**src/rtl/prga_check.sv**
```systemverilog
// prga_check: RC4 PRGA decryptor that rebuilds plaintext from a length-prefixed
// ciphertext ROM and reports whether every plaintext byte is printable ASCII.
// Optional macro PRGA_DROP_EN adds a DROP_N-byte keystream discard phase.
module prga_check #(
    parameter int unsigned AW          = 8,
    parameter int unsigned EARLY_ABORT = 0,
    parameter int unsigned DROP_N      = 256
) (
    input  logic          clk,
    input  logic          rst,
    input  logic          en,
    output logic          rdy,
    output logic          key_valid,
    output logic [7:0]    s_addr,
    output logic [7:0]    s_wrdata,
    input  logic [7:0]    s_rddata,
    output logic          s_wren,
    output logic [AW-1:0] ct_addr,
    input  logic [7:0]    ct_rddata,
    output logic [AW-1:0] pt_addr,
    output logic [7:0]    pt_wrdata,
    output logic          pt_wren
);

    localparam int unsigned DCW = 10;

    // Reject out-of-range configurations at elaboration
    if (AW < 8 || AW > 12 || DROP_N > 1023) begin : g_param_err
        $error("prga_check: AW must be 8..12 and DROP_N 0..1023");
    end

    typedef enum logic [3:0] {
        IDLE, RD_LEN, WAIT_LEN, WR_LEN, RD_SI, WAIT_SI, RD_SJ,
        WAIT_SJ, WR_SI, WR_SJ, RD_PAD, WAIT_PAD, WR_PT
    } state_e;

    state_e        state_q, state_d;
    logic [7:0]    i_q, i_d, j_q, j_d, k_q, k_d, len_q, len_d;
    logic [7:0]    si_q, si_d, sj_q, sj_d;
    logic          fail_q, fail_d, rdy_q, rdy_d, key_valid_q, key_valid_d;
    logic [7:0]    s_addr_q, s_addr_d, s_wrdata_q, s_wrdata_d;
    logic          s_wren_q, s_wren_d, pt_wren_q, pt_wren_d;
    logic [AW-1:0] ct_addr_q, ct_addr_d, pt_addr_q, pt_addr_d;
    logic [7:0]    pt_wrdata_q, pt_wrdata_d;
    logic          pt_printable_c;
`ifdef PRGA_DROP_EN
    logic [DCW-1:0] drop_cnt_q, drop_cnt_d;
    logic           dropping_c;
    assign dropping_c = (drop_cnt_q != '0);
`endif

    assign pt_printable_c = (pt_wrdata_q >= 8'h20) && (pt_wrdata_q <= 8'h7E);

    // Next-state and next-output logic; outputs are registered from *_d
    always_comb begin
        state_d     = state_q;
        i_d         = i_q;
        j_d         = j_q;
        k_d         = k_q;
        len_d       = len_q;
        si_d        = si_q;
        sj_d        = sj_q;
        fail_d      = fail_q;
        rdy_d       = rdy_q;
        key_valid_d = key_valid_q;
        s_addr_d    = s_addr_q;
        s_wrdata_d  = s_wrdata_q;
        s_wren_d    = 1'b0;
        ct_addr_d   = ct_addr_q;
        pt_addr_d   = pt_addr_q;
        pt_wrdata_d = pt_wrdata_q;
        pt_wren_d   = 1'b0;
`ifdef PRGA_DROP_EN
        drop_cnt_d  = drop_cnt_q;
`endif
        case (state_q)
            IDLE: begin
                if (en) begin
                    state_d     = RD_LEN;
                    rdy_d       = 1'b0;
                    key_valid_d = 1'b0;
                    fail_d      = 1'b0;
                    i_d         = 8'd0;
                    j_d         = 8'd0;
                    k_d         = 8'd0;
                    ct_addr_d   = '0;
                end
            end
            RD_LEN:   state_d = WAIT_LEN;
            WAIT_LEN: begin
                len_d       = ct_rddata;
                pt_addr_d   = '0;
                pt_wrdata_d = ct_rddata;
                pt_wren_d   = 1'b1;
                state_d     = WR_LEN;
            end
            WR_LEN: begin
`ifdef PRGA_DROP_EN
                if (DROP_N != 0) begin
                    drop_cnt_d = DCW'(DROP_N);
                    k_d        = (len_q == 8'd0) ? 8'd0 : 8'd1;
                    i_d        = i_q + 8'd1;
                    s_addr_d   = i_q + 8'd1;
                    state_d    = RD_SI;
                end else
`endif
                if (len_q == 8'd0) begin
                    rdy_d       = 1'b1;
                    key_valid_d = 1'b1;
                    state_d     = IDLE;
                end else begin
                    k_d      = 8'd1;
                    i_d      = i_q + 8'd1;
                    s_addr_d = i_q + 8'd1;
                    state_d  = RD_SI;
                end
            end
            RD_SI:   state_d = WAIT_SI;
            WAIT_SI: begin
                si_d     = s_rddata;
                j_d      = j_q + s_rddata;
                s_addr_d = j_q + s_rddata;
                state_d  = RD_SJ;
            end
            RD_SJ:   state_d = WAIT_SJ;
            WAIT_SJ: begin
                sj_d       = s_rddata;
                s_addr_d   = i_q;
                s_wrdata_d = s_rddata;
                s_wren_d   = 1'b1;
                state_d    = WR_SI;
            end
            WR_SI: begin
                s_addr_d   = j_q;
                s_wrdata_d = si_q;
                s_wren_d   = 1'b1;
                state_d    = WR_SJ;
            end
            WR_SJ: begin
                s_addr_d = si_q + sj_q;
`ifdef PRGA_DROP_EN
                if (!dropping_c) ct_addr_d = AW'(k_q);
`else
                ct_addr_d = AW'(k_q);
`endif
                state_d  = RD_PAD;
            end
            RD_PAD:  state_d = WAIT_PAD;
            WAIT_PAD: begin
`ifdef PRGA_DROP_EN
                if (dropping_c) begin
                    drop_cnt_d = drop_cnt_q - DCW'(1);
                    if (drop_cnt_q == DCW'(1) && len_q == 8'd0) begin
                        rdy_d       = 1'b1;
                        key_valid_d = 1'b1;
                        state_d     = IDLE;
                    end else begin
                        i_d      = i_q + 8'd1;
                        s_addr_d = i_q + 8'd1;
                        state_d  = RD_SI;
                    end
                end else
`endif
                begin
                    pt_addr_d   = AW'(k_q);
                    pt_wrdata_d = ct_rddata ^ s_rddata;
                    pt_wren_d   = 1'b1;
                    state_d     = WR_PT;
                end
            end
            WR_PT: begin
                fail_d = fail_q | ~pt_printable_c;
                if (k_q == len_q || (EARLY_ABORT != 0 && !pt_printable_c)) begin
                    rdy_d       = 1'b1;
                    key_valid_d = ~fail_d;
                    state_d     = IDLE;
                end else begin
                    k_d      = k_q + 8'd1;
                    i_d      = i_q + 8'd1;
                    s_addr_d = i_q + 8'd1;
                    state_d  = RD_SI;
                end
            end
            default: state_d = IDLE;
        endcase
    end

    // State and output registers with synchronous reset
    always_ff @(posedge clk) begin
        if (rst) begin
            state_q     <= IDLE;
            i_q         <= 8'd0;
            j_q         <= 8'd0;
            k_q         <= 8'd0;
            len_q       <= 8'd0;
            si_q        <= 8'd0;
            sj_q        <= 8'd0;
            fail_q      <= 1'b0;
            rdy_q       <= 1'b1;
            key_valid_q <= 1'b0;
            s_addr_q    <= 8'd0;
            s_wrdata_q  <= 8'd0;
            s_wren_q    <= 1'b0;
            ct_addr_q   <= '0;
            pt_addr_q   <= '0;
            pt_wrdata_q <= 8'd0;
            pt_wren_q   <= 1'b0;
`ifdef PRGA_DROP_EN
            drop_cnt_q  <= '0;
`endif
        end else begin
            state_q     <= state_d;
            i_q         <= i_d;
            j_q         <= j_d;
            k_q         <= k_d;
            len_q       <= len_d;
            si_q        <= si_d;
            sj_q        <= sj_d;
            fail_q      <= fail_d;
            rdy_q       <= rdy_d;
            key_valid_q <= key_valid_d;
            s_addr_q    <= s_addr_d;
            s_wrdata_q  <= s_wrdata_d;
            s_wren_q    <= s_wren_d;
            ct_addr_q   <= ct_addr_d;
            pt_addr_q   <= pt_addr_d;
            pt_wrdata_q <= pt_wrdata_d;
            pt_wren_q   <= pt_wren_d;
`ifdef PRGA_DROP_EN
            drop_cnt_q  <= drop_cnt_d;
`endif
        end
    end

    assign rdy       = rdy_q;
    assign key_valid = key_valid_q;
    assign s_addr    = s_addr_q;
    assign s_wrdata  = s_wrdata_q;
    assign ct_addr   = ct_addr_q;
    assign pt_addr   = pt_addr_q;
    assign pt_wrdata = pt_wrdata_q;
    // Write enables are masked by rst so a reset cycle can never commit a write
    assign s_wren    = s_wren_q & ~rst;
    assign pt_wren   = pt_wren_q & ~rst;

endmodule

```
**config.mk**
```make
export PLATFORM = sky130hd
export DESIGN_NAME = prga_check
export DESIGN_NICKNAME = d
export VERILOG_FILES = /design/src/rtl/prga_check.sv
export SDC_FILE = /design/constraint.sdc
export NUM_CORES = 1
export LEC_CHECK = 0
export ABC_CLOCK_PERIOD_IN_PS = 2300
export BUFFER_PORTS_ARGS = -buffer_cell sky130_fd_sc_hd__buf_2
export CAP_MARGIN = 40
export CORE_UTILIZATION = 54
export CTS_BUF_LIST = sky130_fd_sc_hd__clkbuf_2 sky130_fd_sc_hd__clkbuf_4 sky130_fd_sc_hd__clkbuf_8
export DETAILED_ROUTE_END_ITERATION = 10
export HOLD_SLACK_MARGIN = 0.02
export PLACE_DENSITY = 0.78
export SYNTH_ARGS = -nofsm -noshare
export SYNTH_HDL_FRONTEND = slang
export SYNTH_SLANG_ARGS = --single-unit
```
**constraint.sdc**
```tcl
create_clock -name clk -period 2.3 [get_ports clk]
set_input_delay 0.23 -clock clk [delete_from_list [all_inputs] [get_ports clk]]
set_output_delay 0.23 -clock clk [all_outputs]
set_load 0.01 [all_outputs]
```
# After elaboration in Yosys (flattened, before gate mapping)
# Cells that the tools add are included.
[op_classes]
add_sub_neg = 4
order_cmp = 2
eq_ne = 18
n_mux = 26
bitwise_logic = 7
reduce_logical = 18
[op_table]
columns = ["cell", "n"]
rows = [
  ["$pmux W8 S2", 5],
  ["$pmux W4 S13", 1],
  ["$pmux W8 S3", 2],
  ["$pmux W8 S6", 1],
  ["$mux W8", 5],
  ["$eq A4 B4 Y1 const B", 5],
  ["$add A8 B1 Y8 const B", 2],
  ["$add A8 B8 Y8", 2],
  ["$eq A4 B3 Y1 const B", 4],
  ["$ne A2 B2 Y1 const B", 5],
  ["$reduce_bool A2 Y1", 5],
  ["$eq A4 B2 Y1 const B", 2],
  ["$eq A8 B8 Y1", 1],
  ["$ge A8 B6 Y1 const B", 1],
  ["$le A8 B7 Y1 const B", 1],
  ["$logic_not A8 Y1", 1],
  ["$reduce_and A4 Y1", 2],
  ["$xor A8 B8 Y8", 1],
  ["$mux W1", 6],
  ["$mux W3", 2],
  ["$pmux W1 S3", 2],
  ["$reduce_and A2 Y1", 3],
  ["$reduce_bool A6 Y1", 1],
  ["$eq A4 B1 Y1 const B", 1],
  ["other kinds (10)", 14],
]
[word_totals]
register_bits = 97
in_bits = 19
output_inout_bits = 44

# Depth between registers and ports, before layout
[logic_depth]
ltp_word = 7
ltp_mapped = 10

# Worst setup path after synthesis
# OpenSTA, ideal clock, no wires.
[synth_timing]
path_type = "register to register"
start = "reg si_q[0]"
end = "reg s_addr_q[6], in the netlist s_addr[6]"
setup_time_ns = 0.070
arrival_ns = 2.059
path_slack_ns = 0.171
path_stages_with_launch = 10
path_cell_list = "dfxtp_1 -> ha_1 -> inv_1 -> fa_1 -> nor2b_1 -> o2111ai_1 -> a311o_1 -> and3_1 -> a221o_1 -> a21oi_1"
[synth_via]
elab_chain_len = 2
[synth_rtl]
columns = ["element", "line_no", "rtl"]
rows = [
  ["start: declaration", "39", "logic [7:0] si_q, si_d, sj_q, sj_d;"],
  ["start signal: assignment", "217", "si_q <= si_d;"],
  ["$add A8 B8 Y8", "140", "s_addr_d = si_q + sj_q;"],
  ["$pmux W8 S6", "76", "case (state_q)"],
  ["end signal: assignment", "222", "s_addr_q <= s_addr_d;"],
  ["end: declaration", "41", "logic [7:0] s_addr_q, s_addr_d, s_wrdata_q, s_wrdata_d;"],
]
# Every way passes these cells.
# A chain may end at the register's enable or synchronous reset.

# Worst setup path in the final report
# Same ends and word-level chain as after synthesis.

==> results.tsv <==
stage	metric	value	unit
global_routing	global-route wire length before repair	22500	um
route	starting DRC count in detailed routing	344	
sta	min Tclk post-route	2.20	ns
hold_path	Hold WC Path Type	primary input to flip-flop	
layout	Syn-to-layout area delta	16.1	%
clock_network	CTS Buf Count	9	
pwr	Sequential Power Share	52.3	%
clock_network	clk buf depth	2	
run_status	failing checks	design-rule violations	
sta	clk_skew	0.0108	ns
pwr	Clk pwr share	32.7	%
critical_path	CP Launch Type	flip-flop	
logic_synthesis	most instantiated library cell after synthesis	nand2_1	
layout	fin cells	801	
sta	Final setup viols	0	
placement	placed insts	784	
global_routing	gr usage total	29.2	%
sta	period utilisation layout	95.4	%
hold_path	Hold Crit Start	ct_rddata[6]	
logic_synthesis	Synth area leader	dfxtp_1	
sta	Setup TNS	0	ns
logic_synthesis	Synth area leaders	dfxtp_1, nand2_1, a21oi_1	
logic_synthesis	Async SR Flop Fraction	0	%
sta	Worst-Margin Slew	0.685	ns
clock_network	clk_lat worst skew	0.37	ns
route	DRC errors left	5	
pwr	sw frac	30.2	%
route	first-pass iteration count of the detailed router	8	
job	max cap viols	0	
logic_synthesis	Mapped Cells	613	
logic_synthesis	post-synth top area share	39.1	%
logic_synthesis	ys flop type	dfxtp_1	
clock_network	CTS root buf	clkbuf_8	
placement	hpwl dp	10300	um
logic_synthesis	Seq/Total Area, Yosys	39.1	%
route	drt total wl	13900	um
clock_network	CTS tree	yes	
critical_path	RR Endpoint	s_addr[6]	
placement	PortBufs	62	
sta	Slew Limit Fails	0	
floorplan	initial core utilization	56.4	%
pwr	Switch Pwr	1.03	mW
pwr	Pwr per Cell Area	594	nW/um^2
logic_synthesis	Seq cells post-synth	97	
critical_path	R2R cell count	9	
layout	Nets	725	
logic_synthesis	Cell variety after synth	62	
clock_network	Worst-path clk slew	0.10	ns
critical_path	CP endpoint kind	flip-flop	
clock_network	H-tree depth	3	
floorplan	Die ar.	9580	um^2
critical_path	Setup CP Type	flip-flop to flip-flop	
global_routing	antenna violations before repair	0	
floorplan	die width	97.9	um
clock_network	clk sinks	97	
sta	Rel. slew slack	54.1	%
route	Via density	6.19	
logic_synthesis	warning count from the yosys run	0	
global_routing	Remaining Overflow, GRT	0	
global_routing	largest net degree at the start of global routing	31	
pwr	Gate power share	15.0	%
layout	fin util	65.4	%
run_status	outcome	complete, but fails checks	
route	Post-DRT Antenna Nets	0	
global_routing	number of global-route vias before repair	4748	
floorplan	Core Region	8810	um^2
pwr	leakage	2.25	nW
critical_path	reg2reg setup slack	0.10	ns
floorplan	num ports	63	
hold_path	Worst Hold Path EP	len_q[6]	
logic_synthesis	Post-Syn Area	4960	um^2
pwr	Int Power	2.39	mW
pwr	VDD IR max	346	uV
layout	share of post-route cells with drive strength above 1	20.5	%
sta	Final Hold Fails	0	
critical_path	Worst Path Required	2.60	ns
floorplan	num rows	34	
layout	FILL cells	768	
critical_path	critical-path maximum fanout	3	
route	wire per inst	17.4	um
logic_synthesis	Synth Net Count	650	
layout	antenna cells	0	
floorplan	die height	97.9	um
pwr	Final Total Pwr	3.42	mW
route	via count	4960	
sta	max frequency	456	MHz
hold_path	WHS Path Cells	3	
logic_synthesis	Mean Syn Cell Area	8.10	um^2
clock_network	Hold-fix buffers, CTS	0	
critical_path	RR Startpoint	si_q[0]	
logic_synthesis	Post-synth EDFFs	0	
critical_path	WP data arrival	2.50	ns
placement	gpl congestion	0.914	
logic_synthesis	Post-synth top cells	nand2_1, dfxtp_1, a21oi_1, nor2_1, xnor2_1	
per-stage QoR:
stage	hold slack (ns)	setup slack (ns)	area, um^2
6_report	0.109	0.105	5760
3_3_place_gp	0.438	0.0600	5530
4_1_cts	0.103	0.00569	5740
2_1_floorplan	0.366	0.171	4960
5_1_grt	0.103	-0.0411	5760
3_5_place_dp	0.453	0.00986	5530
cell usage in the layout (no fill, tap or decap), types with 11 or more instances in the layout:
cell type	count
xnor2_1	26
clkbuf_8	11
nor2_1	60
dfxtp_1	94
a221oi_1	11
nor3_1	14
a21oi_1	67
a22oi_1	11
nand3_1	21
buf_4	39
ha_1	15
nand2_1	102
o21ai_0	25
buf_2	62
metal layers:
metal / part of all wire [%] / wire length [um] / track usage (%)
met4: 2.9 / 405 / 12.8
met2: 51 / 7040 / 51.7
met5: 0 / 0 / 0
met3: 5.6 / 782 / 5.01
met1: 41 / 5700 / 34.6
worst max-delay path: stages, from the launching register on:
cell and delay, ns:
dfxtp_2 0.35, ha_2 0.20, inv_1 0.06, fa_2 0.36
nor2b_2 0.14, o2111ai_1 0.13, a311o_1 0.28, and3_1 0.18
a221o_1 0.31, a21oi_1 0.11
power groups by stage:
| stage | sequential, mW | combinational (mW) | clock [mW] |
|---|---|---|---|
| after floorplan | 1.81 | 0.339 | 0 |
| after global placement | 1.82 | 0.488 | 0 |
| after detailed placement | 1.83 | 0.503 | 0 |
| after CTS | 1.79 | 0.505 | 1.13 |
| after global routing | 1.80 | 0.562 | 1.20 |
| final | 1.79 | 0.515 | 1.12 |
logic make-up after synthesis:
group / count (synthesis) / synth area share [%]
AND/OR/NAND/NOR: 260 / 25.6
XOR/XNOR: 29 / 5.12
multiplexers: 3 / 0.605
flip-flops: 97 / 39.1
AO/OA/AOI/OAI: 163 / 20.9
buffers and inverters: 43 / 3.78
adder cells (fa/ha/maj): 18 / 4.84
worst max-delay path by stage:
stage / startpoint / end / slack [ns] / cells past startpoint
after floorplan: si_q[0] / s_addr[6] / 0.17 / 9
after global placement: si_q[0] / s_addr[6] / 0.06 / 9
after detailed placement: si_q[0] / s_addr[6] / 0.01 / 9
after CTS: sj_q[0] / s_addr[6] / 0.006 / 9
after global routing: state_q[2] / i_q[7] / -0.04 / 7
final: si_q[0] / s_addr[6] / 0.10 / 9
final cells by class:
| type | instances | area (um^2) | share of cell area, % |
|---|---|---|---|
| Sequential cell | 97 | 1950 | 33.8 |
| Inverter | 6 | 22.5 | 0.391 |
| Timing Repair Buffer | 101 | 603 | 10.5 |
| Clock inverter | 5 | 46.3 | 0.803 |
| Multi-Input combinational cell | 473 | 2860 | 49.6 |
| Tap cell | 108 | 135 | 2.34 |
| Clock buffer | 11 | 151 | 2.63 |
timing repair:
action,in CTS,in global routing
setup buffers,1,0
gates resized for setup,2,7
hold endpoints to repair,0,0
endpoints found under the setup margin,1,20
(Power assumes the default switching activity.)
